<file path="src/rtl/hilo_unit.sv">
// HI/LO register block: single-cycle MULT/MULTU, 32-step restoring DIV/DIVU,
// MTHI/MTLO writes. Divides stall the pipeline through o_busy and can be flushed.
module hilo_unit #(
  parameter int DIV_ITERS = 32
) (
  input  logic        i_clk,
  input  logic        i_rst,
  input  logic [2:0]  i_hl_op,
  input  logic [31:0] i_rs_in,
  input  logic [31:0] i_rt_in,
  input  logic        i_flush,
  output logic        o_busy,
  output logic        o_done,
  output logic [31:0] o_hi_out,
  output logic [31:0] o_lo_out
);

  localparam logic [2:0] OP_MULT  = 3'b001;
  localparam logic [2:0] OP_MULTU = 3'b010;
  localparam logic [2:0] OP_DIV   = 3'b011;
  localparam logic [2:0] OP_DIVU  = 3'b100;
  localparam logic [2:0] OP_MTHI  = 3'b101;
  localparam logic [2:0] OP_MTLO  = 3'b110;

  typedef enum logic [1:0] {
    IDLE,
    DIV_RUN,
    DIV_FIX
  } state_t;

  state_t r_state;
  state_t w_nextState;

  logic [31:0] r_hi;
  logic [31:0] r_lo;
  logic        r_done;
  logic [31:0] r_rem;
  logic [31:0] r_quot;
  logic [31:0] r_divisor;
  logic        r_quotSign;
  logic        r_remSign;
  logic        r_divZero;
  logic [4:0]  r_count;

  logic        w_isDiv;
  logic        w_isSigned;
  logic        w_lastStep;
  logic [31:0] w_absA;
  logic [31:0] w_absB;
  logic [63:0] w_mulA;
  logic [63:0] w_mulB;
  logic [63:0] w_prod;
  logic [32:0] w_shiftRem;
  logic        w_fits;
  logic [31:0] w_diff;

  assign w_isDiv    = (i_hl_op == OP_DIV) || (i_hl_op == OP_DIVU);
  assign w_isSigned = (i_hl_op == OP_DIV);
  assign w_lastStep = (r_count == 5'(DIV_ITERS - 1));

  // Operand magnitudes for the divider; DIVU passes raw values.
  assign w_absA = (w_isSigned && i_rs_in[31]) ? -i_rs_in : i_rs_in;
  assign w_absB = (w_isSigned && i_rt_in[31]) ? -i_rt_in : i_rt_in;

  // One 64x64 multiplier serves both MULT and MULTU via sign/zero extension.
  assign w_mulA = (i_hl_op == OP_MULT) ? {{32{i_rs_in[31]}}, i_rs_in} : {32'd0, i_rs_in};
  assign w_mulB = (i_hl_op == OP_MULT) ? {{32{i_rt_in[31]}}, i_rt_in} : {32'd0, i_rt_in};
  assign w_prod = w_mulA * w_mulB;

  // Restoring step: the 33-bit compare decides, the low 32 bits of the difference suffice.
  assign w_shiftRem = {r_rem, r_quot[31]};
  assign w_fits     = (w_shiftRem >= {1'b0, r_divisor});
  assign w_diff     = w_shiftRem[31:0] - r_divisor;

  always_ff @(posedge i_clk) begin
    if (i_rst) begin
      r_state <= IDLE;
    end else begin
      r_state <= w_nextState;
    end
  end

  always_comb begin
    w_nextState = r_state;
    case (r_state)
      IDLE: begin
        if (!i_flush && w_isDiv) begin
          w_nextState = DIV_RUN;
        end
      end
      DIV_RUN: begin
        if (i_flush) begin
          w_nextState = IDLE;
        end else if (w_lastStep) begin
          w_nextState = DIV_FIX;
        end
      end
      DIV_FIX: begin
        w_nextState = IDLE;
      end
      default: begin
        w_nextState = IDLE;
      end
    endcase
  end

  always_ff @(posedge i_clk) begin
    if (i_rst) begin
      r_hi       <= 32'd0;
      r_lo       <= 32'd0;
      r_done     <= 1'b0;
      r_rem      <= 32'd0;
      r_quot     <= 32'd0;
      r_divisor  <= 32'd0;
      r_quotSign <= 1'b0;
      r_remSign  <= 1'b0;
      r_divZero  <= 1'b0;
      r_count    <= 5'd0;
    end else begin
      r_done <= 1'b0;
      case (r_state)
        IDLE: begin
          if (!i_flush) begin
            case (i_hl_op)
              OP_MULT, OP_MULTU: begin
                r_hi   <= w_prod[63:32];
                r_lo   <= w_prod[31:0];
                r_done <= 1'b1;
              end
              OP_DIV, OP_DIVU: begin
                r_quot     <= w_absA;
                r_divisor  <= w_absB;
                r_rem      <= 32'd0;
                r_count    <= 5'd0;
                r_quotSign <= w_isSigned && (i_rs_in[31] ^ i_rt_in[31]);
                r_remSign  <= w_isSigned && i_rs_in[31];
                r_divZero  <= (i_rt_in == 32'd0);
              end
              OP_MTHI: r_hi <= i_rs_in;
              OP_MTLO: r_lo <= i_rs_in;
              default: begin
              end
            endcase
          end
        end
        DIV_RUN: begin
          if (!i_flush) begin
            r_rem   <= w_fits ? w_diff : w_shiftRem[31:0];
            r_quot  <= {r_quot[30:0], w_fits};
            r_count <= r_count + 5'd1;
          end
        end
        DIV_FIX: begin
          // Divide by zero forces LO to all ones even when the signed fixup would negate it.
          if (!i_flush) begin
            r_lo   <= r_divZero ? 32'hFFFF_FFFF : (r_quotSign ? -r_quot : r_quot);
            r_hi   <= r_remSign ? -r_rem : r_rem;
            r_done <= 1'b1;
          end
        end
        default: begin
        end
      endcase
    end
  end

  assign o_busy   = (r_state != IDLE);
  assign o_done   = r_done;
  assign o_hi_out = r_hi;
  assign o_lo_out = r_lo;

endmodule

</file>
<file path="config.mk">
export PLATFORM = sky130hd
export DESIGN_NAME = hilo_unit
export DESIGN_NICKNAME = d
export VERILOG_FILES = /design/src/rtl/hilo_unit.sv
export SDC_FILE = /design/constraint.sdc
export NUM_CORES = 2
export LEC_CHECK = 0
export CELL_PAD_IN_SITES_DETAIL_PLACEMENT = 1
export CELL_PAD_IN_SITES_GLOBAL_PLACEMENT = 2
export CORE_ASPECT_RATIO = 1.75
export CORE_UTILIZATION = 25
export CTS_CLUSTER_DIAMETER = 60
export CTS_CLUSTER_SIZE = 14
export DETAILED_ROUTE_END_ITERATION = 8
export PLACE_DENSITY = 0.52
export SKIP_LAST_GASP = 1
export SLEW_MARGIN = 0
export SYNTH_ARGS = -nofsm -noshare
export SYNTH_HDL_FRONTEND = slang
export SYNTH_SLANG_ARGS = --single-unit
</file>
<file path="constraint.sdc">
create_clock -name i_clk -period 15.99 [get_ports i_clk]
set_input_delay 4.797 -clock i_clk [delete_from_list [all_inputs] [get_ports i_clk]]
set_output_delay 4.797 -clock i_clk [all_outputs]
set_load 0.1 [all_outputs]
</file>
# After elaboration in Yosys (flattened, before gate mapping)

Index checks and enable logic that the tools add are counted.

Input port bits: 70
Register bits: 171
Word-level logic and storage cells: 92

Add/sub/neg operators: 6
Reduce and logical (&&, ||, !) cells: 18
Bitwise gates (word level): 2
Order comparisons: 1
Eq/ne operators: 17
Multiply operators: 1
Muxes and demuxes: 36

Operator list:

| cell                                                | count |
|---|---|
| two-way mux 32 bit                                  | 16 |
| one-hot mux 32 bit (2 select lines)                 | 6 |
| two-way mux 64 bit                                  | 2 |
| negation 32 bit                                     | 4 |
| multiplier 64 x 64 -> 64 bit                        | 1 |
| >= comparator 33 x 32 -> 1 bit                      | 1 |
| logical NOT 32 bit                                  | 1 |
| subtractor 32 bit                                   | 1 |
| two-way mux 5 bit                                   | 3 |
| AND reduction 4 bit                                 | 3 |
| != test 2 bit, second input constant                | 5 |
| one-hot mux 5 bit (2 select lines)                  | 1 |
| equality test 3 bit, second input constant          | 3 |
| equality test 3 x 2 -> 1 bit, second input constant | 2 |
| two-way mux 2 bit                                   | 3 |
| != test 3 x 1 -> 1 bit, second input constant       | 2 |
| nonzero test 2 bit                                  | 3 |
| adder 5 x 1 -> 5 bit, second input constant         | 1 |
| equality test 5 bit, second input constant          | 1 |
| logical AND 1 bit                                   | 4 |
| one-hot mux 2 bit (2 select lines)                  | 1 |
| OR reduction 2 bit                                  | 2 |
| equality test 3 x 1 -> 1 bit, second input constant | 1 |
| two-way mux 1 bit                                   | 3 |
| 11 further kinds                                    | 11 |

# Depth between registers and ports, before layout

Word-level depth: 6
Mapped depth: 37
Mapped depth without buffers: 35

# Worst setup path before layout

No wires, ideal clock.

Kind: input -> register
Start point: input i_hl_op[0]
End point: register r_hi[31], in the netlist o_hi_out[31]
Setup time: 0.074 ns
Data required time: 15.916 ns
Data arrival time: 13.980 ns
Cell stages on the path: 32
Path slack: 1.936 ns
Cells stage by stage: nor2b_1 -> nor2b_1 -> and2_1 -> clkbuf_1 -> clkbuf_1 -> nand2_1 -> fa_1 -> inv_1 -> fa_1 -> fa_1 -> inv_1 -> fa_1 -> inv_1 -> fa_1 -> fa_1 -> fa_1 -> fa_1 -> fa_1 -> inv_1 -> fa_1 -> inv_1 -> ha_1 -> clkbuf_1 -> nand3_1 -> inv_1 -> and3_1 -> a221oi_1 -> o21ai_1 -> a221oi_1 -> nor3_1 -> mux2_2 -> a31oi_1

Word-level cells in the longest chain between the ends: 6
Elaborated cells on any way between the ends: 12

RTL lines:

| item                                  | RTL line    | source |
|---|---|---|
| from (decl)                           | 8           | `input logic [2:0] i_hl_op,` |
| equality test 3 x 1 -> 1 bit          | 66, 67, 124 |  |
| two-way mux 64 bit (on tied branches) | 66, 67      |  |
| multiplier 64 x 64 -> 64 bit          | 68          | `assign w_prod = w_mulA * w_mulB;` |
| one-hot mux 32 bit (2 select lines)   | 124         | `case (i_hl_op)` |
| two-way mux 32 bit                    | 123         | `if (!i_flush) begin` |
| one-hot mux 32 bit (2 select lines)   | 121         | `case (r_state)` |
| to (signal assigned)                  | 126         | `r_hi <= w_prod[63:32];` |
| to (signal assigned)                  | 139         | `OP_MTHI: r_hi <= i_rs_in;` |
| to (signal assigned)                  | 157         | `r_hi <= r_remSign ? -r_rem : r_rem;` |
| to (decl)                             | 34          | `logic [31:0] r_hi;` |

Several ways; a longest one is shown, not always the timed one. The select of a mux whose other input is x is not followed.
A chain may end at the register's enable or synchronous reset.

# Worst setup path in the final report

Ends and elaborated chain as after synthesis.

==> qor_table.md <==
| Parameter | Reported | Unit |
|---|---|---|
| CTS tree | built | - |
| Area of the core | 236000 | µm² |
| Share of the clock period used by the worst path | 0.946 | - |
| CTS Root Cell | clkbuf_16 | - |
| Worst setup timing slack at the placement stage | 0.247 | ns |
| Worst path bufs/invs | 11 | - |
| Number of nets produced by synthesis | 8566 | - |
| Area of the multi-input gates | 48600 | µm² |
| Via count of the first global-routing pass | 54300 | - |
| Count of TritonRoute iterations in the first routing pass | 7 | - |
| Capture point of the worst reg-to-reg path | o_hi_out[29] | - |
| Average instance area after synthesis | 8.82 | µm² |
| Clock-pin slew reported for the worst setup and hold paths after clock tree synthesis | 0.08 | ns |
| Count of warnings emitted by yosys | 0 | - |
| Most prevalent standard cell on the critical path | fa_1 | - |
| Shortest clock period the worst path allows after layout | 15.13 | ns |
| CP endpoint kind | register | - |
| CP startpoint kind | primary input | - |
| Final routed wire length divided by cell count | 28.6 | µm |
| Post-Layout Cell Count | 9740 | - |
| Worst EP required | 16.42 | ns |
| CTS Hold Bufs | 0 | - |
| H-tree depth reported by CTS | 4 | - |
| Ys async rst share | 0 | - |
| Pin count of the biggest net entering global routing | 76 | - |
| Top cells by area, synth | fa_1, inv_1, ha_1, dfxtp_1, nand2_1 | - |
| RSZ-0062 raised after global routing | false | - |
| Register-to-Register Setup Slack | 11.94 | ns |
| Max-capacitance violation count | 0 | - |
| I/O Buffers | 135 | - |
| Timing startpoint of the critical path | i_hl_op[0] | - |
| Number of placed instances with taps included | 9696 | - |
| First-pass GRT wire length | 398000 | µm |
| Critical Path End | o_hi_out[31] | - |
| Skew final | 0.0207 | ns |
| Number of unique standard cell types used by synthesis | 69 | - |
| Post-DR vias/cell | 4.73 | - |
| Depth of the most critical reg-to-reg path | 10 | - |
| Final antenna-violating net count | 0 | - |
| Share of post-route cells with drive strength above 1 | 0.0402 | - |
| Horizontal die dimension | 370 | µm |
| Proportion of synthesized chip area in sequential cells | 0.0577 | - |
| Post-synthesis instance area | 59300 | µm² |
| # fillers | 27500 | - |
| Buffers inserted during post-CTS setup optimization | 0 | - |
| Post-CTS Resized | 0 | - |
| Fin. max-slew vios | 0 | - |
| Flip-flop cell with the highest count after synthesis | dfxtp_1 | - |
| Register area | 3420 | µm² |
| Worst min-delay path startpoint | o_lo_out[20] | - |
| Antenna violations before repair | 27 | - |
| Number of nets at the end of the flow | 8458 | - |
| Site Rows | 236 | - |
| Endpoints failing hold | 0 | - |
| Total via count in the routed design | 46000 | - |
| Highest clock frequency the design can meet | 66.1 | MHz |
| Relative slew slack | 0.187 | - |
| Clock latency of the later-clocked register in the worst-skew pair | 0.50 | ns |
| CTS sink cnt | 171 | - |
| Longest Clk Path Bufs | 2 | - |
| Crit Reg-Reg Startpoint | r_rem[7] | - |
| Cells after synthesis | 6729 | - |
| Drt total wl | 278000 | µm |
| Final Wtd Congestion | 0.904 | - |
| Die Area | 239000 | µm² |
| Total gr overflow | 0 | - |
| Post-layout worst setup margin | 0.857 | ns |
| Worst Path Max Fanout | 16 | - |
| Post-synthesis sequential element count | 171 | - |
| Y dimension of the die | 646 | µm |
| Combined global-route utilization of all metal layers | 0.237 | - |
| CP max stage cell | a221oi_1 | - |
| Number of violations reported at the end of detailed-routing iteration 0 | 2158 | - |
| Area grow syn2layout | 8.91 | % |
| Drc violations | 3 | - |
| Total stage count of the critical path | 36 | - |
| Share of Yosys cell area claimed by the top area cell type | 0.479 | - |
| Cell type with the largest total area after synthesis | fa_1 | - |
| CP delay by family, top | adder cells | - |
| Violated checks | DRC | - |
| Maximum single-stage delay on the critical path | 0.68 | ns |
| Post-synth EDFFs | 0 | - |
| Arrival time reported for the critical path endpoint | 15.56 | ns |
| Number of buffers created by CTS | 17 | - |
| Slew at the pin closest to its max-slew limit | 1.22 | ns |
| Result of the run | complete, but fails checks | - |
| Total negative setup slack | 0 | ns |
| Number of top-level pins | 136 | - |
| HPWL after DPL | 235000 | µm |
| Classification of the worst-slack hold path | register to register | - |
| Setup Viol. Count Final | 0 | - |
| Kind of critical path | primary input to register | - |
| Initial core utilization | 0.251 | - |
==> routing by layer <==
layer / share of wire / up-vias / wire length, µm / global-route usage
met1: 0.33 / 24800 / 92500 / 0.229
li1: - / 20000 / - / -
met5: 0 / - / 0 / 0
met2: 0.57 / 840 / 159000 / 0.478
met3: 0.020 / 415 / 5660 / 0.0130
met4: 0.075 / 0 / 20900 / 0.146
==> synth_stat cells, types with 11 or more instances <==
cell,number
nor2b_1,17
buf_1,52
nor2_1,226
fa_1,1420
nand3_1,43
xnor2_1,143
o21ai_1,27
o21bai_1,14
inv_1,1563
clkbuf_1,355
o31ai_1,40
and3_1,35
ha_1,347
o41ai_1,18
a211oi_1,61
o21ai_0,120
and2_1,399
a21oi_1,243
nand2_1,880
nand4_1,23
a21o_1,53
or3_1,29
or4_1,21
xor2_1,113
o21a_1,14
o211ai_1,56
nor4_1,11
o221ai_1,15
a222oi_1,11
a31oi_1,19
nand2b_1,16
dfxtp_1,171
nor3_1,40
a32o_1,16
a221oi_1,25
==> final cells by class <==
| type | instances | area share |
|---|---|---|
| repair buffers | 281 | 0.0338 |
| inverters | 1563 | 0.0908 |
| clock inverters | 15 | 0.00347 |
| well taps | 3094 | 0.0599 |
| flip-flops and latches | 171 | 0.0530 |
| clock buffers | 17 | 0.00658 |
| multi-input cells | 4587 | 0.752 |
| diodes | 12 | 0.000465 |
==> flip-flops by register name (all words and copies together) (netlist names) <==
| register | flops |
|---|---|
| r_divZero | 1 |
| r_rem | 32 |
| o_hi_out | 32 |
| o_lo_out | 32 |
| r_count | 5 |
| r_quot | 32 |
| r_quotSign | 1 |
| r_state | 2 |
| r_divisor | 32 |
| r_remSign | 1 |
| o_done | 1 |
==> layout by cell type (no fill, tap or decap), drive strengths merged, types with 23 or more instances in the layout <==
cell,instances
nand2,880
inv,1571
o21ai,147
or3,29
ha,347
dfxtp,171
and2,399
nor2,226
or4,24
a221oi,25
o31ai,40
xnor2,143
nand4,23
nand3,43
a21o,53
fa,1420
and3,35
xor2,113
a211oi,61
o211ai,56
a21oi,243
nor3,40
buf,207
clkdlybuf4s50,74
==> how the worst min path moves through the flow <==
stage / end / depth (start not counted)
2_1_floorplan: r_divisor[25] / 2
3_3_place_gp: o_lo_out[31] / 2
3_5_place_dp: r_divisor[25] / 2
4_1_cts: r_divisor[25] / 2
5_1_grt: r_divisor[25] / 2
6_report: o_lo_out[20] / 2
==> worst min-delay path, delay by kind of cell, from the launching register on <==
kind,cells,cell delay [ns]
simple gates,1,0.05
compound gates,1,0.05
flops,1,0.31
==> per-stage QoR <==
stage	hold WS [ns]	cell area (µm²)	utilization
6_report	0.461	64600	0.274
4_1_cts	0.462	64600	0.274
2_1_floorplan	0.432	59300	-
5_1_grt	0.483	64600	0.274
3_3_place_gp	0.447	63900	0.271
3_5_place_dp	0.448	63900	0.271
==> kinds of logic (layout without fill, tap and decap cells) <==
family | Yosys count | count (layout) | share of synthesized area
adder cells (fa/ha/maj) | 1771 | 1771 | 0.553
AO/OA/AOI/OAI | 788 | 788 | 0.0864
other | 0 | 12 | 0
AND/OR/NAND/NOR | 1763 | 1763 | 0.139
buffers and inverters | 1971 | 1876 | 0.125
XOR/XNOR | 256 | 256 | 0.0378
flip-flops | 171 | 171 | 0.0577
multiplexers | 9 | 9 | 0.00154
Power is not shown: default switching activity piles up to over one toggle a cycle in this logic, so the estimate is an artifact.
